$ cat src/rtl/video_timing_gen.sv
// Parametrised VGA timing generator driven from the system clock through a pixel-enable divider.
// Sync, blanking and strobe outputs are registered from next-state counters so they stay edge-aligned.
`timescale 1ns/1ps
module video_timing_gen #(
    parameter int   H_ACTIVE    = 640,
    parameter int   H_FP        = 16,
    parameter int   H_SYNC      = 96,
    parameter int   H_BP        = 48,
    parameter int   V_ACTIVE    = 480,
    parameter int   V_FP        = 10,
    parameter int   V_SYNC      = 2,
    parameter int   V_BP        = 33,
    parameter logic HS_POL      = 1'b0,
    parameter logic VS_POL      = 1'b0,
    parameter int   CLK_DIV     = 4,
    parameter int   SCALE_SHIFT = 2
) (
    input  logic       clock,
    input  logic       rst,
    output logic       pix_en,
    output logic       hsync,
    output logic       vsync,
    output logic       video_on,
    output logic [9:0] pixel_column,
    output logic [9:0] pixel_row,
    output logic [9:0] scaled_column,
    output logic [9:0] scaled_row,
    output logic       frame_start,
    output logic [7:0] frame_count,
    output logic       vblank_irq,
    input  logic       irq_ack
);

    localparam int H_TOTAL = H_ACTIVE + H_FP + H_SYNC + H_BP;
    localparam int V_TOTAL = V_ACTIVE + V_FP + V_SYNC + V_BP;

    localparam logic [9:0]  H_LAST     = 10'(H_TOTAL - 1);
    localparam logic [9:0]  V_LAST     = 10'(V_TOTAL - 1);
    localparam logic [9:0]  V_BLANK_AT = 10'(V_ACTIVE);
    localparam logic [3:0]  DIV_LAST   = 4'(CLK_DIV - 1);

    // Comparison bounds are one bit wider so a 1024-entry total still fits.
    localparam logic [10:0] H_ACT_END  = 11'(H_ACTIVE);
    localparam logic [10:0] HS_START   = 11'(H_ACTIVE + H_FP);
    localparam logic [10:0] HS_END     = 11'(H_ACTIVE + H_FP + H_SYNC);
    localparam logic [10:0] V_ACT_END  = 11'(V_ACTIVE);
    localparam logic [10:0] VS_START   = 11'(V_ACTIVE + V_FP);
    localparam logic [10:0] VS_END     = 11'(V_ACTIVE + V_FP + V_SYNC);

    logic [3:0] div_q, div_d;
    logic [9:0] h_q, h_d;
    logic [9:0] v_q, v_d;
    logic       hsync_q, hsync_d;
    logic       vsync_q, vsync_d;
    logic       video_on_q, video_on_d;
    logic       frame_start_q, frame_start_d;
    logic [7:0] frame_count_q, frame_count_d;
    logic       vblank_q, vblank_d;
    logic       advance;
    logic [10:0] hWide, vWide;

    always_comb begin
        advance = (div_q == DIV_LAST);
        div_d   = advance ? 4'd0 : div_q + 4'd1;

        h_d = h_q;
        v_d = v_q;
        if (advance) begin
            if (h_q == H_LAST) begin
                h_d = 10'd0;
                v_d = (v_q == V_LAST) ? 10'd0 : v_q + 10'd1;
            end else begin
                h_d = h_q + 10'd1;
            end
        end

        hWide = {1'b0, h_d};
        vWide = {1'b0, v_d};

        hsync_d    = (hWide >= HS_START && hWide < HS_END) ? HS_POL : ~HS_POL;
        vsync_d    = (vWide >= VS_START && vWide < VS_END) ? VS_POL : ~VS_POL;
        video_on_d = (hWide < H_ACT_END) && (vWide < V_ACT_END);

        // Gated by advance so the strobe lasts one clock even though (0,0) persists CLK_DIV clocks.
        frame_start_d = advance && (h_d == 10'd0) && (v_d == 10'd0);
        frame_count_d = frame_start_d ? frame_count_q + 8'd1 : frame_count_q;

        vblank_d = vblank_q;
        if (advance && (h_d == 10'd0) && (v_d == V_BLANK_AT)) begin
            vblank_d = 1'b1;
        end else if (irq_ack) begin
            vblank_d = 1'b0;
        end
    end

    always_ff @(posedge clock) begin
        if (rst) begin
            div_q         <= 4'd0;
            h_q           <= H_LAST;
            v_q           <= V_LAST;
            hsync_q       <= ~HS_POL;
            vsync_q       <= ~VS_POL;
            video_on_q    <= 1'b0;
            frame_start_q <= 1'b0;
            frame_count_q <= 8'd0;
            vblank_q      <= 1'b0;
        end else begin
            div_q         <= div_d;
            h_q           <= h_d;
            v_q           <= v_d;
            hsync_q       <= hsync_d;
            vsync_q       <= vsync_d;
            video_on_q    <= video_on_d;
            frame_start_q <= frame_start_d;
            frame_count_q <= frame_count_d;
            vblank_q      <= vblank_d;
        end
    end

    assign pix_en        = advance;
    assign hsync         = hsync_q;
    assign vsync         = vsync_q;
    assign video_on      = video_on_q;
    assign pixel_column  = h_q;
    assign pixel_row     = v_q;
    assign scaled_column = h_q >> SCALE_SHIFT;
    assign scaled_row    = v_q >> SCALE_SHIFT;
    assign frame_start   = frame_start_q;
    assign frame_count   = frame_count_q;
    assign vblank_irq    = vblank_q;

endmodule

$ cat config.mk
export PLATFORM = sky130hd
export DESIGN_NAME = video_timing_gen
export DESIGN_NICKNAME = d
export VERILOG_FILES = /design/src/rtl/video_timing_gen.sv
export SDC_FILE = /design/constraint.sdc
export NUM_CORES = 1
export LEC_CHECK = 0
export CAP_MARGIN = 20
export CORE_MARGIN = 5
export CORE_UTILIZATION = 44
export CTS_CLUSTER_DIAMETER = 100
export CTS_CLUSTER_SIZE = 30
export DETAILED_ROUTE_END_ITERATION = 8
export PLACE_DENSITY = 0.76
export REMOVE_ABC_BUFFERS = 1
export SYNTH_ARGS = -nofsm -noshare
export SYNTH_HDL_FRONTEND = slang
export SYNTH_SLANG_ARGS = --single-unit
$ cat constraint.sdc
create_clock -name clock -period 2.75 [get_ports clock]
set_input_delay 0.55 -clock clock [delete_from_list [all_inputs] [get_ports clock]]
set_output_delay 0.55 -clock clock [all_outputs]
set_load 0.005 [all_outputs]
==> run metrics, run 1 <==
post-synth design cell area 2250 um^2; Ports 57; die footprint 6640 um^2; Detailed Routing Iterations Pass 1 4; skew final 4.06 ps; # diodes 0; post-synth top area share 0.329; die height 81.5 um; largest net degree at the start of global routing 22; Hold Path Class reg -> reg; Max-Cap Viols 0; WP data required 2980 ps; CP startpoint div_q[1]; Min-Delay Path Depth 2; die width 81.5 um; synth cell count leaders dfxtp_1 (37), buf_4 (24), a21oi_1 (17), nand2_1 (17), nor2_1 (16); clk slew on worst S/H paths 70 ps; CP Class reg -> reg; CTS Hold Bufs 0; P&R area growth vs syn 41.8%; vias per inst 5.31; reg2reg start div_q[1]; flip-flop and latch area 743 um^2; FF+latch count, synth 37; row cnt 26; EDFF count, synth 0; Tcrit/Tclk final 1.01; Wirelength per Cell 15.0 um; dpl ws -126 ps; Hold WS 490 ps; library cells used by synthesis 54; Worst VDD drop 0.248 mV; Hold Vio Cnt, Final 0; main area contributors after synthesis dfxtp_1 (33%), buf_4 (8.0%), a21oi_1 (3.8%); sequential area share after synthesis 0.329; fillcell total 454; outcome finished with violations; worst reg-to-reg setup slack -30 ps; Final min period 2780 ps; Worst Hold Path EP frame_count[7]; Detail Placement HPWL 4290 um; initial antenna violation count 0; final worst slack -32.8 ps; asr flop ratio synth 0; nets@finish 345; CTS tree built; most frequent cell after synthesis dfxtp_1; area leader, netlist dfxtp_1; core area 5040 um^2; Rel. slew slack 0.664; HP Start frame_count[7]; failing checks negative setup slack; Residual DRC 0; Total Routed Length 6110 um; P per Cell Area 422 nW/um^2; Synth Instances 257; Clock Latency Late Sink 290 ps; RSZ-0062 raised after global routing true; Initial DRC Count 159; post-route ant nets 0; Achievable Freq 359 MHz; Initial Util 0.446; element type at the critical path end flip-flop; reg2reg end frame_count[2]; GR Overflow Total 0; Slew @ Worst Pin 503 ps; static leakage 1.24 nW; Clock Tree Buf Depth 2; Worst EP arrival 3010 ps; Num CTS Buffers 5; fraction of layout cells with a size suffix above 1 0.249; first-pass GRT wire length 9710 um; Final GP Congestion 0.960; Post-synth top flop dfxtp_1; footprint of the multi-input gates 1300 um^2; Mean Syn Cell Area 8.75 um^2; root buffer cell clkbuf_8; H-tree Lvls 2; routed via count 2168; final setup vio count 4; vias in the first global route 2031; TritonCTS Sinks 37; CP Max Fanout 15; synth warn 0; Total GRT Usage 0.188; # port buffers 52; Slew Limit Fails 0; critical path launch point type flip-flop; Worst Reg-to-Reg Cells 9
[critical path, cell delays in order, from the launching register on]
cell     delay [ps]
dfxtp_2         360
ha_4            130
or3b_4          410
or4_4           560
nor3_4          180
xnor2_1         150
nand3_1         110
buf_6           160
or4_1           520
a21oi_2         130
[logic make-up after synthesis]
group,after synthesis,share of synthesized area
AO/OA/AOI/OAI,54,0.187
XOR/XNOR,16,0.0623
adder cells (fa/ha/maj),5,0.0278
buffers and inverters,43,0.129
flip-flops,37,0.329
multiplexers,1,0.00445
other,1,0.00167
AND/OR/NAND/NOR,100,0.258
[registers in the layout, summed over array words and instances, names as in the netlist]
name          count
vblank_irq        1
frame_start       1
pixel_row        10
frame_count       8
video_on          1
hsync             1
pixel_column     10
vsync             1
div_q             4
[area by class of cell]
type / count / area share
multi-input combinational: 181 / 0.408
timing repair buffer: 104 / 0.290
sequential: 37 / 0.233
clock buffer: 7 / 0.0302
tap: 70 / 0.0275
inverter: 8 / 0.00942
clock inverter: 1 / 0.00157
[power breakdown]
part / leakage [nW] / switching [W] / internal (W)
Clock: 0.0542 / 0.000190 / 0.000226
Sequential: 0.300 / 0.0000149 / 0.000554
Combinational: 0.885 / 0.000179 / 0.000181
[metal layers]
layer | wire length, um | global-route usage | vias up
met5 | 0 | 0 | -
met4 | 101 | 0.0574 | 0
met3 | 277 | 0.0395 | 10
met2 | 3000 | 0.320 | 55
met1 | 2730 | 0.237 | 1040
li1 | - | - | 1063
[repair_timing]
| item | 4_1_cts | 5_1_grt |
|---|---|---|
| setup buffers | 4 | 3 |
| setup endpoints to repair | 7 | 9 |
| gates resized for setup | 7 | 10 |
| pin swaps | 16 | 5 |
| cloned | 1 | 0 |
[worst max-delay path by stage]
stage / end / slack (ps) / depth (start not counted)
finish: frame_count[2] / -30 / 9
global route: frame_count[4] / -140 / 9
CTS: frame_count[2] / -9 / 9
detailed placement: frame_count[5] / -130 / 8
global placement: frame_count[7] / -80 / 11
floorplan: frame_count[3] / -690 / 8
[stage by stage]
step                      total power [W]   util  area [um^2]  setup TNS, ps  cells
final                             0.00135  0.633         3190          -66.3    408
after global routing              0.00141  0.633         3190           -854    408
after CTS                         0.00134  0.619         3120          -9.47    405
after detailed placement         0.000911  0.584         2950           -676    392
after global placement           0.000907  0.584         2950           -371    392
after floorplan                  0.000744      -         2000          -6120    225
[cell usage in the layout (no fill, tap or decap), drive strengths merged, types with 9 or more instances in the layout]
cell type      netlist  layout
a21oi               17      17
dfxtp               37      37
nand2               17      17
clkdlybuf4s50        0      51
nor2                17      17
xnor2                9       9
o31ai                9       9
buf                 29      52
nand3               14      14
nor3                12      12
No activity file was read; power rests on OpenSTA's default activity.
==> run 2, diff against run 1 <==
--- a/config.mk
+++ b/config.mk
@@ -6,12 +6,14 @@
 export NUM_CORES = 1
 export LEC_CHECK = 0
 export CAP_MARGIN = 20
+export CELL_PAD_IN_SITES_DETAIL_PLACEMENT = 1
+export CELL_PAD_IN_SITES_GLOBAL_PLACEMENT = 1
 export CORE_MARGIN = 5
-export CORE_UTILIZATION = 44
+export CORE_UTILIZATION = 33
 export CTS_CLUSTER_DIAMETER = 100
-export CTS_CLUSTER_SIZE = 30
+export CTS_CLUSTER_SIZE = 14
 export DETAILED_ROUTE_END_ITERATION = 8
-export PLACE_DENSITY = 0.76
+export PLACE_DENSITY_LB_ADDON = 0.1
 export REMOVE_ABC_BUFFERS = 1
 export SYNTH_ARGS = -nofsm -noshare
 export SYNTH_HDL_FRONTEND = slang
==> run 2 against run 1 <==
Compared with the run above:
- the run still ends with negative setup slack left
- flip-flop and latch count stayed put
- core utilization is 14 points lower
- count of clock-buffer cells in the layout is 2 lower
- combinational power is 9.7% higher
- critical endpoint is now frame_count[1]
- largest power group unchanged
- highest routed layer unchanged
==> run metrics, run 2 (same netlist as run 1, synthesis figures left out) <==
outcome finished with violations; failing checks negative setup slack; Total Routed Length 7400 um (+21%); busiest layer in global routing met2; final worst slack -168 ps (-135 ps); TritonCTS Sinks 37 (unchanged); Clock Tree Buf Depth 2 (unchanged); Clock Latency Late Sink 290 ps (about the same); most common cell after layout, fill and taps aside clkdlybuf4s50_1; first-pass GRT wire length 11900 um (+23%); Min-Delay Path Depth 2 (unchanged); flip-flop and latch area 743 um^2 (unchanged); element type at the critical path end flip-flop; Max-Cap Viols 0 (unchanged); post-route ant nets 0 (unchanged); Final GP Congestion 0.759 (-21%); Worst Reg-to-Reg Cells 10 (+1); GR Overflow Total 0 (unchanged); Slew @ Worst Pin 507 ps (+4.74 ps); final setup vio count 10 (+6); met1 Use GR 0.237 (about the same); WP data required 2970 ps (about the same); vias in the first global route 2259 (+11%); root buffer cell clkbuf_8; Hold Vio Cnt, Final 0 (unchanged); H-tree Lvls 2 (unchanged); row cnt 30 (+15%); Residual DRC 0 (unchanged); Initial Util 0.335 (-0.111); # port buffers 52 (unchanged); Slew Limit Fails 0 (unchanged); largest net degree at the start of global routing 22 (unchanged); Hold Path Class reg -> reg; # diodes 0 (unchanged); Worst EP arrival 3140 ps (+130 ps); Worst VDD drop 0.238 mV (-4.3%); P per Cell Area 405 nW/um^2 (-4.1%); Hold WS 501 ps (+10.3 ps); footprint of the multi-input gates 1380 um^2 (+5.8%); P&R area growth vs syn 48.5%; Rel. slew slack 0.661 (-0.00317); Wirelength per Cell 17.5 um (+17%); CTS tree built; critical path launch point type flip-flop; nets@finish 351 (+1.7%); fraction of layout cells with a size suffix above 1 0.297 (+0.0480); Total GRT Usage 0.174 (-0.0136); initial antenna violation count 0 (unchanged); vias per inst 5.27 (-0.89%); Initial DRC Count 91 (-43%); commonest cells after routing, fill and taps aside clkdlybuf4s50_1 (52), buf_4 (51), dfxtp_1 (35); CP Class reg -> reg; clk slew on worst S/H paths 80 ps (about the same); Ports 57 (unchanged); die footprint 8560 um^2 (+29%); Tcrit/Tclk final 1.06 (+0.0492); Detailed Routing Iterations Pass 1 4 (unchanged); die height 92.5 um (+14%); routed via count 2233 (+3.0%); Final min period 2920 ps (+135 ps); Detail Placement HPWL 5060 um (+18%); Achievable Freq 343 MHz (-4.6%); die width 92.5 um (+14%); static leakage 1.29 nW (+4.1%); Num CTS Buffers 5 (unchanged); M2 GR Usage 0.285 (-0.0354); CP Max Fanout 6 (-9); skew final 8.37 ps (+4.31 ps); fillcell total 772 (+70%); fin util 0.497 (-0.136); CTS Hold Bufs 0 (unchanged); core area 6720 um^2 (+33%); met3 Resource Use GR 0.0284 (-0.0110); RSZ-0062 raised after global routing true
## run 2: cell count changes in the layout (fill, tap and decap cells not counted), sizes merged
cell / previous run / this run
buf: 52 / 58
clkbuf: 7 / 5
clkdlybuf4s50: 51 / 52
clkinv: 1 / 2
clkinvlp: 0 / 1
dlymetal6s2s: 1 / 0
## run 2: path summary, 6_finish.rpt
path                   from             end  slack [ps]
min          frame_count[5]  frame_count[5]         500
max reg2reg        div_q[0]  frame_count[1]        -170
min reg2reg  frame_count[5]  frame_count[5]         500
max                div_q[0]  frame_count[1]        -170
## run 2: power breakdown
part           switching (W)  total (W)  internal [W]
registers          0.0000154   0.000569      0.000553
logic               0.000200   0.000395      0.000195
clock network       0.000212   0.000387      0.000175
## run 2: cell type report
type	count	share of cell area
multi-input combinational	181	0.413
sequential	37	0.223
inverter	8	0.00900
tap	80	0.0300
clock inverter	3	0.00525
clock buffer	5	0.0206
timing repair buffer	110	0.300
## run 2: per-stage QoR
step | power [W] | TNS [ps] | setup slack [ps] | area, um^2 | instances
3_5_place_dp | 0.000926 | -922 | -121 | 2980 | 402
3_3_place_gp | 0.000919 | -413 | -79.1 | 2980 | 402
5_1_grt | 0.00142 | -1810 | -226 | 3340 | 424
2_1_floorplan | 0.000744 | -6120 | -691 | 2000 | 225
4_1_cts | 0.00135 | -486 | -75.1 | 3250 | 421
6_report | 0.00135 | -1070 | -168 | 3340 | 424
## run 2: worst max-delay path, cell delays in order, from the launching register on
cell and delay (ps):
dfxtp_2 370, ha_4 140, or3b_4 420, or4_4 610
buf_6 150, a2bb2oi_4 120, o31a_4 200, o2111ai_4 170
buf_6 190, or3_4 360, a21oi_2 130
## run 2: what timing repair did
| action | CTS | global route |
|---|---|---|
| setup buffers | 9 | 2 |
| gates resized for setup | 17 | 13 |
| endpoints found under the hold margin | 0 | 0 |
| gates cloned | 2 | 1 |
| pin swaps | 15 | 14 |
| endpoints found under the setup margin | 11 | 11 |
## run 2: per-layer routing
metal | part of all wire | vias to the layer above
met5 | 0 | -
met4 | 0.010 | 0
met3 | 0.029 | 4
met2 | 0.49 | 35
met1 | 0.47 | 1115
li1 | - | 1079
